==> config.mk <==
export PLATFORM = sky130hd
export DESIGN_NAME = axi_wr_arbiter
export DESIGN_NICKNAME = d
export VERILOG_FILES = /design/src/rtl/axi_wr_arbiter.sv
export SDC_FILE = /design/constraint.sdc
export NUM_CORES = 1
export LEC_CHECK = 0
export ABC_AREA = 1
export BUFFER_PORTS_ARGS = -buffer_cell sky130_fd_sc_hd__clkbuf_2
export CAP_MARGIN = 10
export CORE_AREA = 2 2 202 204
export DETAILED_ROUTE_END_ITERATION = 8
export DIE_AREA = 0 0 204 206
export PLACE_DENSITY = 0.38
export REMOVE_ABC_BUFFERS = 1
export SYNTH_ARGS = -nofsm -noshare
export SYNTH_HDL_FRONTEND = slang
export SYNTH_SLANG_ARGS = --single-unit
export TNS_END_PERCENT = 1
==> constraint.sdc <==
create_clock -name axi_clk -period 1.4 [get_ports axi_clk]
set_input_delay 0 -clock axi_clk [delete_from_list [all_inputs] [get_ports axi_clk]]
set_output_delay 0 -clock axi_clk [all_outputs]
set_load 0.01 [all_outputs]
==> src/rtl/axi_wr_arbiter.sv <==
// -----------------------------------------------------------------------------
// axi_wr_arbiter
//   Shares one AXI write master between two independent write sources.
//   Round-robin arbitration at burst granularity: the granted source's
//   address/length is issued on the master's request interface, then that
//   source's write-data stream is multiplexed through until its last beat.
//
// Optional feature (macro WR_ARB_LEN_CHK_EN):
//   Beat counter checks each burst against its length. A missing last is
//   forced on the final beat. A premature last is flagged. Both set a sticky
//   len_err. Without the macro, len_err is tied 0.
//
// Ports:
//   axi_clk, reset                  clock, async active-low reset
//   chN_req/addr/len, chN_ack       source burst request and address accept
//   chN_w_data/valid/last/ready     source write-data stream
//   chN_done                        source last beat accepted
//   wr_aw_req_en/addr/burst_len     address request to the master
//   wr_aw_ready                     master address accept
//   wr_w_data/valid/last/ready      muxed write data to the master
//   busy                            arbiter not in IDLE
//   len_err                         sticky beat-count error
// -----------------------------------------------------------------------------
module axi_wr_arbiter #(
  parameter int AXI_DATA_WIDTH = 128,
  parameter int AXI_ADDR_WIDTH = 32
) (
  input  logic                      axi_clk,
  input  logic                      reset,

  input  logic                      ch0_req,
  input  logic [AXI_ADDR_WIDTH-1:0] ch0_addr,
  input  logic [7:0]                ch0_len,
  output logic                      ch0_ack,
  input  logic [AXI_DATA_WIDTH-1:0] ch0_w_data,
  input  logic                      ch0_w_valid,
  input  logic                      ch0_w_last,
  output logic                      ch0_w_ready,
  output logic                      ch0_done,

  input  logic                      ch1_req,
  input  logic [AXI_ADDR_WIDTH-1:0] ch1_addr,
  input  logic [7:0]                ch1_len,
  output logic                      ch1_ack,
  input  logic [AXI_DATA_WIDTH-1:0] ch1_w_data,
  input  logic                      ch1_w_valid,
  input  logic                      ch1_w_last,
  output logic                      ch1_w_ready,
  output logic                      ch1_done,

  output logic                      wr_aw_req_en,
  output logic [AXI_ADDR_WIDTH-1:0] wr_aw_addr,
  output logic [7:0]                wr_aw_burst_len,
  input  logic                      wr_aw_ready,
  output logic [AXI_DATA_WIDTH-1:0] wr_w_data,
  output logic                      wr_w_valid,
  output logic                      wr_w_last,
  input  logic                      wr_w_ready,

  output logic                      busy,
  output logic                      len_err
);

  typedef enum logic [1:0] {IDLE, ADDR, DATA, DONE} state_t;

  state_t state, state_nxt;
  logic   grant, grant_nxt;   // 0 = ch0, 1 = ch1
  logic   last_served;        // channel that completed the previous burst

  logic                      in_data;
  logic                      aw_hs;
  logic                      accept;
  logic                      beat_end;
  logic                      src_last;
  logic                      sel_valid;
  logic                      sel_last;
  logic [AXI_DATA_WIDTH-1:0] sel_data;

  // ---------------------------------------------------------------------------
  // Next-state and grant decision
  // ---------------------------------------------------------------------------
  always_comb begin
    // NOTE: every comb output gets a default first so no path infers a latch.
    state_nxt = state;
    grant_nxt = grant;
    unique case (state)
      IDLE: begin
        if (ch0_req && ch1_req) begin
          // Tie: serve the channel that did not go last.
          grant_nxt = ~last_served;
          state_nxt = ADDR;
        end else if (ch0_req) begin
          grant_nxt = 1'b0;
          state_nxt = ADDR;
        end else if (ch1_req) begin
          grant_nxt = 1'b1;
          state_nxt = ADDR;
        end
      end
      ADDR: if (wr_aw_ready) state_nxt = DATA;
      DATA: if (beat_end)    state_nxt = DONE;
      DONE:                  state_nxt = IDLE;
      default:               state_nxt = IDLE;
    endcase
  end

  // ---------------------------------------------------------------------------
  // State, grant, pointer and captured address/length
  // ---------------------------------------------------------------------------
  always_ff @(posedge axi_clk or negedge reset) begin
    // NOTE: sequential state uses non-blocking assignments only, so every
    // register samples pre-edge values regardless of statement order.
    if (!reset) begin
      state           <= IDLE;
      grant           <= 1'b0;
      last_served     <= 1'b1;   // ch0 wins the first tie
      wr_aw_addr      <= '0;
      wr_aw_burst_len <= '0;
    end else begin
      state <= state_nxt;
      grant <= grant_nxt;
      // Address/length sampled only at grant; later changes are ignored.
      if (state == IDLE && state_nxt == ADDR) begin
        wr_aw_addr      <= grant_nxt ? ch1_addr : ch0_addr;
        wr_aw_burst_len <= grant_nxt ? ch1_len  : ch0_len;
      end
      if (state == DONE) last_served <= grant;
    end
  end

  // ---------------------------------------------------------------------------
  // Data path mux: zero latency, quiet outside DATA
  // ---------------------------------------------------------------------------
  assign in_data   = (state == DATA);
  assign sel_valid = grant ? ch1_w_valid : ch0_w_valid;
  assign sel_last  = grant ? ch1_w_last  : ch0_w_last;
  assign sel_data  = grant ? ch1_w_data  : ch0_w_data;

  assign wr_w_valid = in_data & sel_valid;
  assign wr_w_data  = in_data ? sel_data : '0;
  assign src_last   = in_data & sel_last;
  assign accept     = wr_w_valid & wr_w_ready;
  assign beat_end   = accept & wr_w_last;

  assign aw_hs        = (state == ADDR) & wr_aw_ready;
  assign wr_aw_req_en = (state == ADDR);
  assign busy         = (state != IDLE);

  assign ch0_ack     = aw_hs & ~grant;
  assign ch1_ack     = aw_hs &  grant;
  assign ch0_w_ready = in_data & ~grant & wr_w_ready;
  assign ch1_w_ready = in_data &  grant & wr_w_ready;
  assign ch0_done    = beat_end & ~grant;
  assign ch1_done    = beat_end &  grant;

`ifdef WR_ARB_LEN_CHK_EN
  // ---------------------------------------------------------------------------
  // Beat-count checking
  // ---------------------------------------------------------------------------
  logic [7:0] beat_cnt;
  logic       at_len;

  assign at_len    = (beat_cnt == wr_aw_burst_len);
  // Final beat by count terminates the burst even without source last.
  assign wr_w_last = src_last | (in_data & at_len);

  always_ff @(posedge axi_clk or negedge reset) begin
    if (!reset) begin
      beat_cnt <= '0;
      len_err  <= 1'b0;
    end else begin
      if (aw_hs)       beat_cnt <= '0;
      else if (accept) beat_cnt <= beat_cnt + 8'd1;
      if (accept && ((at_len && !src_last) || (src_last && !at_len)))
        len_err <= 1'b1;
    end
  end
`else
  assign wr_w_last = src_last;
  assign len_err   = 1'b0;
`endif

endmodule

== Yosys cells after proc, flatten, opt, wreduce, memory -nomap -nowiden ==
Index checks and enable logic that the tools add are counted.
Storage, ports and cells
  word-level logic and storage cells: 44
  bits in read-only memories: 0
  bits in latches: 0
  memories: 0
  bits in writable memories: 0
  bits in registers: 44
Cells by class
  bitwise gates (word level): 15
  div/mod/pow operators: 0
  shifts and indexed selects: 0
  eq/ne operators: 4
  muxes and demuxes: 16
  add/subtract/negate cells: 0
  magnitude comparators: 0
  multiply operators: 0
  reduce and logical (&&, ||, !) cells: 4
Operators with widths (number)
  $mux W128: 2
  $mux W32: 1
  $and A1 B1 Y1: 13
  $mux W2: 5
  $mux W8: 1
  $pmux W2 S4: 1
  $mux W1: 6
  $eq A2 B1 Y1 const B: 2
  $eq A2 B2 Y1 const B: 2
  $logic_and A1 B1 Y1: 2
  $logic_not A2 Y1: 1
  $not A1 Y1: 2
  $reduce_bool A2 Y1: 1

== Longest topological paths before layout ==
Gate-level depths: netlist of the first run.
  depth in word-level cells: 8
  depth in mapped cells: 9
  gate-level depth less buffers: 7

== Worst setup path after synthesis of the first run ==
No wires, ideal clock.
  path type: register to register
  start point: reg state[0]
  end point: reg wr_aw_addr[0]
  buffers on the path: 2
  period minus slack after synthesis: 1.253 ns
  arrival time: 1.136 ns
  path slack: 0.147 ns
  stages on the path, launching flop included: 9
  cells stage by stage: dfrtp_1 buf_4 nor2_4 nand2_1 nand2_2 buf_2 nand3_1 nand3_1 nand2_1
Between the ends
  cells in the longest elaborated chain, start to end: 8
  elaborated cells between the ends (all ways): 18
RTL lines
  start, declared: line 66  | state_t state, state_nxt;
  start signal, assigned: line 120  | state <= state_nxt;
  $eq A2 B2 Y1: line 86, 134
  $and A1 B1 Y1: line 139  | assign wr_w_valid = in_data & sel_valid;
  $and A1 B1 Y1: line 142  | assign accept = wr_w_valid & wr_w_ready;
  $and A1 B1 Y1: line 143  | assign beat_end = accept & wr_w_last;
  $mux W2: line 101  | DATA: if (beat_end) state_nxt = DONE;
  $pmux W2 S4: line 86  | unique case (state)
  $eq A2 B1 Y1: line 123  | if (state == IDLE && state_nxt == ADDR) begin
  $logic_and A1 B1 Y1: line 123
  end signal, assigned: line 124  | wr_aw_addr <= grant_nxt ? ch1_addr : ch0_addr;
  end, declared: line 52  | output logic [AXI_ADDR_WIDTH-1:0] wr_aw_addr,
Several ways; a longest one is shown, not always the timed one.
A chain may end at the register's enable or synchronous reset.

== Worst setup path after layout of the first run ==
  start point: reg state[0]
  end point: out ch0_done
Between the ends
  cells in the longest elaborated chain, start to end: 5
  elaborated cells between the ends (all ways): 6
RTL lines
  $eq A2 B2 Y1 *: line 134  | assign in_data = (state == DATA);
  $and A1 B1 Y1: line 139
  $and A1 B1 Y1: line 142
  $and A1 B1 Y1 *: line 143
  $and A1 B1 Y1 *: line 153  | assign ch0_done = beat_end & ~grant;
  end, declared: line 39  | output logic ch0_done,
Mark *: on every way between the ends. The rest lies on a longest branch, timed or not.

==> results of run 1 <==
## flip-flops by register name, indices dropped and copies added (netlist names)
signal	cells
grant	1
last_served	1
state	2
wr_aw_addr	32
wr_aw_burst_len	8
## logic make-up after synthesis
family                 Yosys count
AOI/OAI and AO/OA                4
other                            1
and+or+nand+nor                610
DFF                             44
buffers and inverters          166
## where the power goes
group / switching [mW] / internal, mW / total [mW]
sequential: 0.407 / 1.96 / 2.36
combinational: 7.73 / 5.88 / 13.6
clock: 0.558 / 0.850 / 1.41
## metrics by stage
step	cells	total power, mW	setup WS [ns]
floorplan	746	6.79	-3.31
global placement	1860	13.9	-0.0383
detailed placement	1860	13.9	-0.0403
CTS	1892	16.7	-0.296
global route	1898	18.7	-0.348
finish	1898	17.4	-0.256
## layout by cell type, fill, tap and decap left out, drive strengths merged, types with 2 or more instances in the layout
cell type / synthesis / final
buf: 71 / 178
clkbuf: 8 / 424
dfrtp: 43 / 43
nand2: 260 / 260
dlygate4sd3: 0 / 14
nand3: 339 / 339
nor4: 2 / 2
inv: 87 / 88
o21ai: 2 / 2
nor2: 7 / 7
and2: 2 / 2
## routing by layer
layer	global-route usage [%]	vias to the layer above	wire length, µm
met4	3.03	10	467
met1	19.2	3450	14100
met3	3.00	35	2470
met2	23.5	363	15700
met5	0	-	69
li1	-	3755	-
## critical path: cells and delay by family (launching register included)
kind                   cells  cell delay, ns
and+or+nand+nor            4            0.50
buffers and inverters      3            0.42
DFF                        1            0.43
## layout make-up
type	instances	area, µm²
diodes	1	2.50
clock buffers	5	125
clock inverters	3	46.3
fillers	4636	30700
inverters	87	334
multi-input cells	615	3020
flip-flops and latches	44	1110
well taps	532	666
repair buffers	611	4190
## what timing repair did
action                     4_1_cts  5_1_grt
resized for setup               83      199
hold buffers                    14        0
setup endpoints to repair      139      179
gates cloned                     4        5
pin swaps                       14       35
setup buffers                    6        1
hold endpoints to repair        26        0
## how the worst max path moves through the flow
stage | startpoint | to | depth (start not counted)
floorplan | grant | state[0] | 6
global placement | state[1] | ch0_done | 7
detailed placement | state[1] | ch0_done | 7
CTS | state[1] | wr_w_data[91] | 8
global route | state[0] | ch0_done | 7
finish | state[0] | ch0_done | 7
==> flow_summary_export.csv, run 1 <==
group,metric,value,unit
power_and_ir_drop,power.density,1830,nW/µm²
yosys,ys_types,21,
setup_path,cpMaxStageDelayCell,"dfrtp_2",
yosys,yosysTopAreaCell,"nand3_1",
drt,drtIter0Drc,424,
yosys,synth_area,4760,µm²
setup_path,worstPathArrival,1.66,ns
drt,dr.pass1.iters,5,
run_status,violations,"negative setup slack",
clocking,clk_pin_slew,0.07,ns
setup_path,end_kind,"output port",
setup_path,reg2reg_depth,8,
yosys,synth_seq_area_share,23.1,%
layout,layout.nets,1710,
yosys,synth_top_flop_cell,"dfrtp_1",
global_route,grtUsageTotal,14.3,%
power_and_ir_drop,leakage,5.67,nW
yosys,synth_seq_cells,44,
yosys,synth.avg_cell_area,5.78,µm²
yosys,synthAdderAreaFrac,0,%
min_path,hp-start,"ch1_addr[19]",
clocking,cts.sinks,44,
floorplanning,ios,525,
sta,holdWs,0.0123,ns
clocking,cts-root-buf,"clkbuf_16",
clocking,htreeDepth,2,
power_and_ir_drop,peakVddDrop,0.000661,V
placement,place_area,8160,µm²
drt,route.detailed.drc,0,
yosys,synth_xor_area_share,0,%
sta,finalWorstSetupSlack,-0.256,ns
global_route,gr-total-overflow,0,
sta,hold_violations,0,
yosys,synth.top_cells.by_area,"nand3_1, dfrtp_1, nand2_1",
floorplanning,initial_core_util,11.9,%
run_status,status,"finished with violations",
sta,setup_viol,176,
placement,place_hpwl,26600,µm
sta,grt_setup_unrepaired,"true",
floorplanning,die_h,206,µm
setup_path,crit-reg2reg-capture,"wr_aw_burst_len[1]",
sta,fin_setup_tns,-29.51,ns
placement,io_buffers,523,
yosys,synth.most_common_cell,"nand3_1",
clocking,cts_buffers,5,
floorplanning,core,40200,µm²
sta,fin_skew,0.00638,ns
global_route,grt_pass1_vias,7155,
drt,wl_per_cell,17.3,µm
floorplanning,rows,74,
yosys,synthMuxAreaShare,0,%
setup_path,worstPathRequired,1.40,ns
drt,via_per_inst,4.01,
setup_path,cp-start-kind,"flop",
placement,gp_congestion,0.908,
sta,final_max_slew_viol_count,0,
setup_path,critPathMaxStageDelay,0.43,ns
yosys,synth_warnings,0,
drt,ant_nets,0,
layout,utilization,23.6,%
floorplanning,die_x,204,µm
yosys,synth_top_family_by_area,"simple AND/OR/NAND/NOR gates",
setup_path,cp_cell_sequence,"nor2_4, buf_12, buf_16, and2_4, nand3_4, nor2_4, buf_6",
floorplanning,dieArea,42000,µm²
drt,vias,7613,
min_path,hold_path_end,"wr_aw_addr[19]",
sta,max_freq,0.604,GHz
yosys,netlist_instances,825,
clocking,cts_tree,"yes",
sta,period_share,118,%
yosys,synth_edf_count,0,
clocking,clk_latency,0.30,ns
setup_path,r2r-start,"state[0]",
layout,area_delta_synth_final,99.2,%
global_route,antenna_found_initial,6,
layout,fin_area,9490,µm²
yosys,synthTopCellsByCount,"nand3_1, nand2_1, inv_1",
sta,layout_min_cycle_time,1.66,ns
yosys,yosys.area_share.simple,57.7,%
drt,drt-total-wl,32800,µm
min_path,whs_path_depth,5,
flow_run,drv_cap,0,
global_route,grt_first_pass_wirelength,45200,µm
yosys,async_flop_share,100,%
setup_path,worstPathMaxFanout,7,
min_path,hold_path.class,"in -> reg",
setup_path,reg2reg_setup_slack,-0.07,ns
setup_path,criticalPathCategory,"reg -> out",
layout,drive_gt1_share,49.5,%
yosys,synth_compound_gate_area_share,0.525,%
clocking,clockBufferDepth,2,
global_route,grt_max_degree,39,
yosys,synth_top_area_share,35.5,%
setup_path,path_common_cell,"nor2_4",
No activity file was read; power rests on OpenSTA's default activity.
==> run 2, diff against run 1 <==
Settings changed: CELL_PAD_IN_SITES_DETAIL_PLACEMENT from default to 0, CELL_PAD_IN_SITES_GLOBAL_PLACEMENT from default to 1, CORE_AREA 2 2 202 204 to 2 2 206 208, DIE_AREA 0 0 204 206 to 0 0 208 210, PLACE_DENSITY 0.38 to 0.53.
==> flow_summary_export.csv, run 2 (synthesis results as in run 1) <==
group,metric,value,unit
sta,finalWorstSetupSlack,-0.268,ns
run_status,status,"finished with violations",
sta,max_slew_margin,65.2,%
placement,place_hpwl,26600,µm
floorplanning,rows,75,
global_route,grt_pass1_vias,7395,
sta,fin_setup_tns,-27.81,ns
floorplanning,core,41500,µm²
run_status,violations,"negative hold slack, negative setup slack",
sta,fin_skew,0.00640,ns
setup_path,end_kind,"output port",
clocking,cts_buffers,5,
clocking,clockBufferDepth,2,
global_route,antenna_found_initial,3,
drt,dr.pass1.iters,5,
layout,largest_register_ffs,32,
layout,fin_cells,1901,
sta,grt_setup_unrepaired,"true",
drt,ant_nets,0,
clocking,cts.sinks,44,
sta,setup_viol,175,
clocking,cts-root-buf,"clkbuf_16",
power_and_ir_drop,power.density,1860,nW/µm²
min_path,hold_path.class,"in -> reg",
global_route,grtUsageTotal,14.2,%
setup_path,worstPathMaxFanout,23,
layout,layout.nets,1704,
setup_path,worstPathRequired,1.40,ns
sta,holdWs,-0.00290,ns
sta,max_freq,0.600,GHz
floorplanning,die_h,210,µm
sta,final_max_slew_viol_count,0,
layout,final_cell_mix,"clkbuf_2, nand3_1, nand2_1",
setup_path,criticalPathCategory,"reg -> out",
sta,hold_violations,1,
floorplanning,die_x,208,µm
sta,worst_pin_slew,0.522,ns
setup_path,cp-start-kind,"flop",
power_and_ir_drop,leakage,5.69,nW
setup_path,worstPathArrival,1.67,ns
floorplanning,ios,525,
drt,drt-total-wl,32600,µm
layout,reg.largest.list,"wr_aw_addr (32), wr_aw_burst_len (8), state (2)",
clocking,htreeDepth,2,
layout,area_delta_synth_final,102,%
clocking,cts_tree,"yes",
layout,largest_register,"wr_aw_addr",
drt,route.detailed.drc,0,
layout,nFillCells,4819,
floorplanning,initial_core_util,11.5,%
drt,wl_per_cell,17.1,µm
layout,final_common_cell,"clkbuf_2",
sta,layout_min_cycle_time,1.67,ns
clocking,clk_pin_slew,0.06,ns
global_route,grt_first_pass_wirelength,47700,µm
placement,gp_congestion,0.830,
sta,period_share,119,%
drt,vias,7466,
global_route,grt_max_degree,50,
floorplanning,dieArea,43700,µm²
layout,drive_gt1_share,50.6,%
placement,dp_cells,1869,
placement,io_buffers,523,
clocking,clk_latency,0.29,ns
drt,via_per_inst,3.93,
global_route,gr-total-overflow,0,
flow_run,drv_cap,0,
power_and_ir_drop,peakVddDrop,0.000610,V
drt,drtIter0Drc,321,
-- run 2: cell types whose count changed in the layout (fill, tap and decap cells not counted), moves of 3 or more --
cell | previous run | this run
clkbuf_16 | 10 | 5
buf_12 | 20 | 25
buf_8 | 3 | 6
dlygate4sd3_1 | 14 | 2
nand2_2 | 26 | 30
clkbuf_8 | 11 | 33
buf_2 | 66 | 40
buf_6 | 44 | 28
nand3_1 | 313 | 309
nand3_2 | 25 | 28
clkbuf_2 | 402 | 426
buf_4 | 38 | 34
nand2_1 | 232 | 228
buf_16 | 7 | 10
-- run 2: metal layers --
| metal | vias to the layer above | global-route usage, % | wire length, µm |
|---|---|---|---|
| li1 | 3741 | - | - |
| met1 | 3405 | 18.7 | 14300 |
| met2 | 301 | 23.7 | 15600 |
| met3 | 17 | 3.29 | 2260 |
| met4 | 2 | 2.71 | 430 |
| met5 | - | 0 | 13 |
-- run 2: final timing paths --
check / from / endpoint / slack [ns] / cells past startpoint
min reg2reg: wr_aw_addr[22] / wr_aw_addr[22] / 0.48 / 2
max: state[0] / wr_w_data[91] / -0.27 / 6
min: wr_aw_ready / state[1] / -0.003 / 3
min in group asynchronous: reset / grant / 0.22 / 2
max in group asynchronous: reset / wr_aw_addr[22] / 0.62 / 3
max reg2reg: state[1] / wr_aw_addr[30] / -0.06 / 8
-- run 2: stage by stage --
stage	power, mW	cell area (µm²)	util, %	setup slack (ns)	hold WS (ns)
3_3_place_gp	14.3	8260	19.9	-0.140	0.0214
5_1_grt	19.3	9620	23.2	-0.372	0.0215
2_1_floorplan	6.79	4210	-	-3.31	-0.296
3_5_place_dp	14.4	8260	19.9	-0.164	0.00387
6_report	17.9	9620	23.2	-0.268	-0.00290
4_1_cts	17.8	9330	22.5	-0.298	0.00193
-- run 2: power breakdown --
group / internal [mW] / total (mW) / switching (mW)
Sequential: 1.96 / 2.39 / 0.435
Combinational: 6.29 / 14.1 / 7.82
Clock: 0.841 / 1.37 / 0.526
Total: 9.10 / 17.9 / 8.79
-- run 2: cell type report --
| cell class | count | area [µm²] | share of cell area (%) |
|---|---|---|---|
| timing repair buffer | 605 | 4280 | 44.4 |
| multi-input combinational | 615 | 3050 | 31.7 |
| sequential | 44 | 1110 | 11.5 |
| tap | 539 | 674 | 7.01 |
| inverter | 87 | 339 | 3.52 |
| clock buffer | 6 | 129 | 1.34 |
| clock inverter | 2 | 35.0 | 0.364 |
| antenna | 3 | 7.51 | 0.0780 |
-- run 2: worst max-delay path: stages (launching register included) --
cell and delay (ns):
dfrtp_2 0.43, nor2_4 0.19, buf_12 0.18, buf_6 0.20, nand3_1 0.10, nand2_1 0.08
clkbuf_2 0.19
-- run 2: timing repair --
| item | in CTS | in global routing |
|---|---|---|
| pin swaps | 42 | 25 |
| setup endpoints to repair | 166 | 179 |
| hold buffers | 2 | 0 |
| endpoints found under the hold margin | 15 | 0 |
| resized for setup | 127 | 136 |
| gates cloned | 8 | 0 |
| buffers inserted | 11 | 0 |
==> run 3, diff against run 2 <==
Settings changed: ABC_AREA 1 to default, CORE_AREA 2 2 206 208 to 2 2 205 207, DIE_AREA 0 0 208 210 to 0 0 207 209, PLACE_DENSITY 0.53 to 0.46.
Clock period 1.4 ns to 2.1 ns, I/O delays scaled along.
==> flow_summary_export.csv, run 3 <==
group,metric,value,unit
setup_path,crit-reg2reg-capture,"wr_aw_addr[25]",
global_route,grt_max_degree,81,
global_route,grt_pass1_vias,5425,
layout,largest_register,"wr_aw_addr",
yosys,synth_warnings,0,
sta,final_max_slew_viol_count,0,
floorplanning,ios,525,
global_route,grtUsageTotal,13.7,%
placement,place_area,6600,µm²
yosys,synth.avg_cell_area,9.22,µm²
drt,dr.pass1.iters,4,
power_and_ir_drop,leakage,4.15,nW
yosys,async_flop_share,100,%
power_and_ir_drop,power.density,1070,nW/µm²
setup_path,reg2reg_depth,5,
floorplanning,die_h,209,µm
min_path,hp-start,"ch1_addr[0]",
layout,layout.nets,1279,
clocking,cts-root-buf,"clkbuf_16",
drt,ant_nets,0,
setup_path,cp-start-kind,"flop",
min_path,hold_path.class,"in -> reg",
yosys,synth_top_flop_cell,"dfrtp_1",
floorplanning,rows,75,
layout,nFillCells,4778,
layout,fin_area,7550,µm²
clocking,cts.sinks,44,
layout,largest_register_ffs,32,
sta,max_freq,0.505,GHz
setup_path,startpoint,"state[0]",
power_and_ir_drop,peakVddDrop,0.000503,V
power_and_ir_drop,seq_power_share,19.2,%
clocking,htreeDepth,2,
setup_path,worstPathArrival,1.98,ns
power_and_ir_drop,p_int,4.23,mW
placement,gp_congestion,0.854,
flow_run,drv_cap,0,
setup_path,end_kind,"output port",
drt,vias,5439,
layout,reg.largest.list,"wr_aw_addr (32), wr_aw_burst_len (8), state (2)",
layout,drive_gt1_share,59.5,%
yosys,synth_seq_cells,44,
layout,utilization,18.3,%
yosys,synth.top_cells.by_area,"a22o_1, dfrtp_1, mux2i_1",
drt,drt-total-wl,32200,µm
clocking,clk_latency,0.29,ns
yosys,yosysTopAreaCell,"a22o_1",
clocking,clk_pin_slew,0.07,ns
min_path,hold_path_end,"wr_aw_addr[0]",
clocking,cts_tree,"yes",
sta,worst_pin_slew,0.788,ns
power_and_ir_drop,swShare,47.5,%
yosys,ys_types,22,
drt,wl_per_cell,21.8,µm
yosys,synth_top_area_share,33.6,%
sta,max_slew_margin,47.5,%
layout,final_common_cell,"clkbuf_2",
yosys,synthTopCellsByCount,"a22o_1, dfrtp_1, nand2_1",
floorplanning,core,41300,µm²
floorplanning,die_x,207,µm
yosys,synth.most_common_cell,"a22o_1",
sta,setup_viol,0,
global_route,gr-total-overflow,0,
setup_path,reg2reg_setup_slack,0.31,ns
sta,period_share,94.3,%
floorplanning,dieArea,43300,µm²
layout,final_cell_mix,"clkbuf_2, a22o_1, dlygate4sd3_1",
sta,fin_skew,0.00779,ns
min_path,whs_path_depth,3,
clocking,clockBufferDepth,2,
global_route,grt_first_pass_wirelength,42100,µm
sta,grt_setup_unrepaired,"false",
clocking,cts_buffers,5,
setup_path,worstPathRequired,2.10,ns
yosys,netlist_instances,365,
global_route,antenna_found_initial,17,
drt,via_per_inst,3.68,
sta,hold_violations,0,
drt,drtIter0Drc,282,
power_and_ir_drop,p_comb_share,69.3,%
yosys,synth_edf_count,0,
sta,layout_min_cycle_time,1.98,ns
run_status,status,"completed",
layout,area_delta_synth_final,125,%
sta,holdWs,0.000806,ns
placement,io_buffers,523,
setup_path,criticalPathCategory,"reg -> out",
yosys,synth_seq_area_share,32.8,%
yosys,synth_area,3360,µm²
power_and_ir_drop,switching_power,3.83,mW
power_and_ir_drop,power_frac_clock,11.5,%
setup_path,worstPathMaxFanout,45,
floorplanning,initial_core_util,8.15,%
setup_path,r2r-start,"state[1]",
placement,place_hpwl,27000,µm
drt,route.detailed.drc,0,
-- run 3: final cells by class --
cell class / count / area [µm²] / share of cell area (%)
Sequential cell: 44 / 1100 / 14.6
Tap cell: 539 / 674 / 8.93
Multi-Input combinational cell: 274 / 2060 / 27.2
Clock buffer: 5 / 125 / 1.66
Antenna cell: 5 / 12.5 / 0.166
Clock inverter: 3 / 42.5 / 0.563
Timing Repair Buffer: 604 / 3520 / 46.6
Inverter: 4 / 15.0 / 0.199
-- run 3: repair_timing --
action | 4_1_cts | 5_1_grt
endpoints found under the setup margin | 0 | 36
resized for setup | 0 | 5
hold buffers | 65 | 0
hold endpoints to repair | 51 | 0
setup buffers | 0 | 3
-- run 3: cell families (layout without fill, tap and decap cells) --
family	Yosys count	in the layout	synth area share, %
compound gates	172	172	40.2
simple gates	58	58	7.07
buf+inv	47	616	6.95
flops	44	44	32.8
mux	43	43	12.9
other cells	1	6	0.111
-- run 3: worst max path at each step --
stage                endpoint  depth (start not counted)
2_1_floorplan    wr_w_data[0]                          3
3_3_place_gp   wr_aw_addr[23]                          5
3_5_place_dp   wr_aw_addr[25]                          5
4_1_cts          wr_w_data[5]                          6
5_1_grt          wr_w_data[6]                          6
6_report        wr_w_data[51]                          6
-- run 3: metrics by stage --
stage	setup TNS, ns	power, mW	setup WS [ns]	std cells
6_report	0	8.06	0.121	1478
2_1_floorplan	-443.49	4.45	-3.11	322
3_5_place_dp	0	6.94	0.294	1394
4_1_cts	0	8.02	0.0315	1467
5_1_grt	0	8.69	0.0195	1476
3_3_place_gp	0	6.96	0.375	1394
-- run 3: critical path: stages, from the launching register on --
cell	delay [ns]
dfrtp_1	0.41
nand2b_2	0.26
nor2_4	0.18
buf_12	0.13
buf_12	0.21
a22o_1	0.29
clkbuf_2	0.17
-- run 3: metal layers --
layer  GRT usage (%)  share of wire (%)
met2            24.4                 51
met4            2.98                1.9
met3            4.75                8.5
met5               0               0.39
met1            15.8                 39
-- run 3: power by group through the flow --
| stage | sequential [mW] | clock [mW] | combinational (mW) |
|---|---|---|---|
| floorplan | 1.69 | 0 | 2.76 |
| global route | 1.61 | 1.00 | 6.08 |
| CTS | 1.55 | 0.967 | 5.50 |
| global placement | 1.55 | 0 | 5.42 |
| detailed placement | 1.55 | 0 | 5.39 |
| finish | 1.55 | 0.924 | 5.59 |
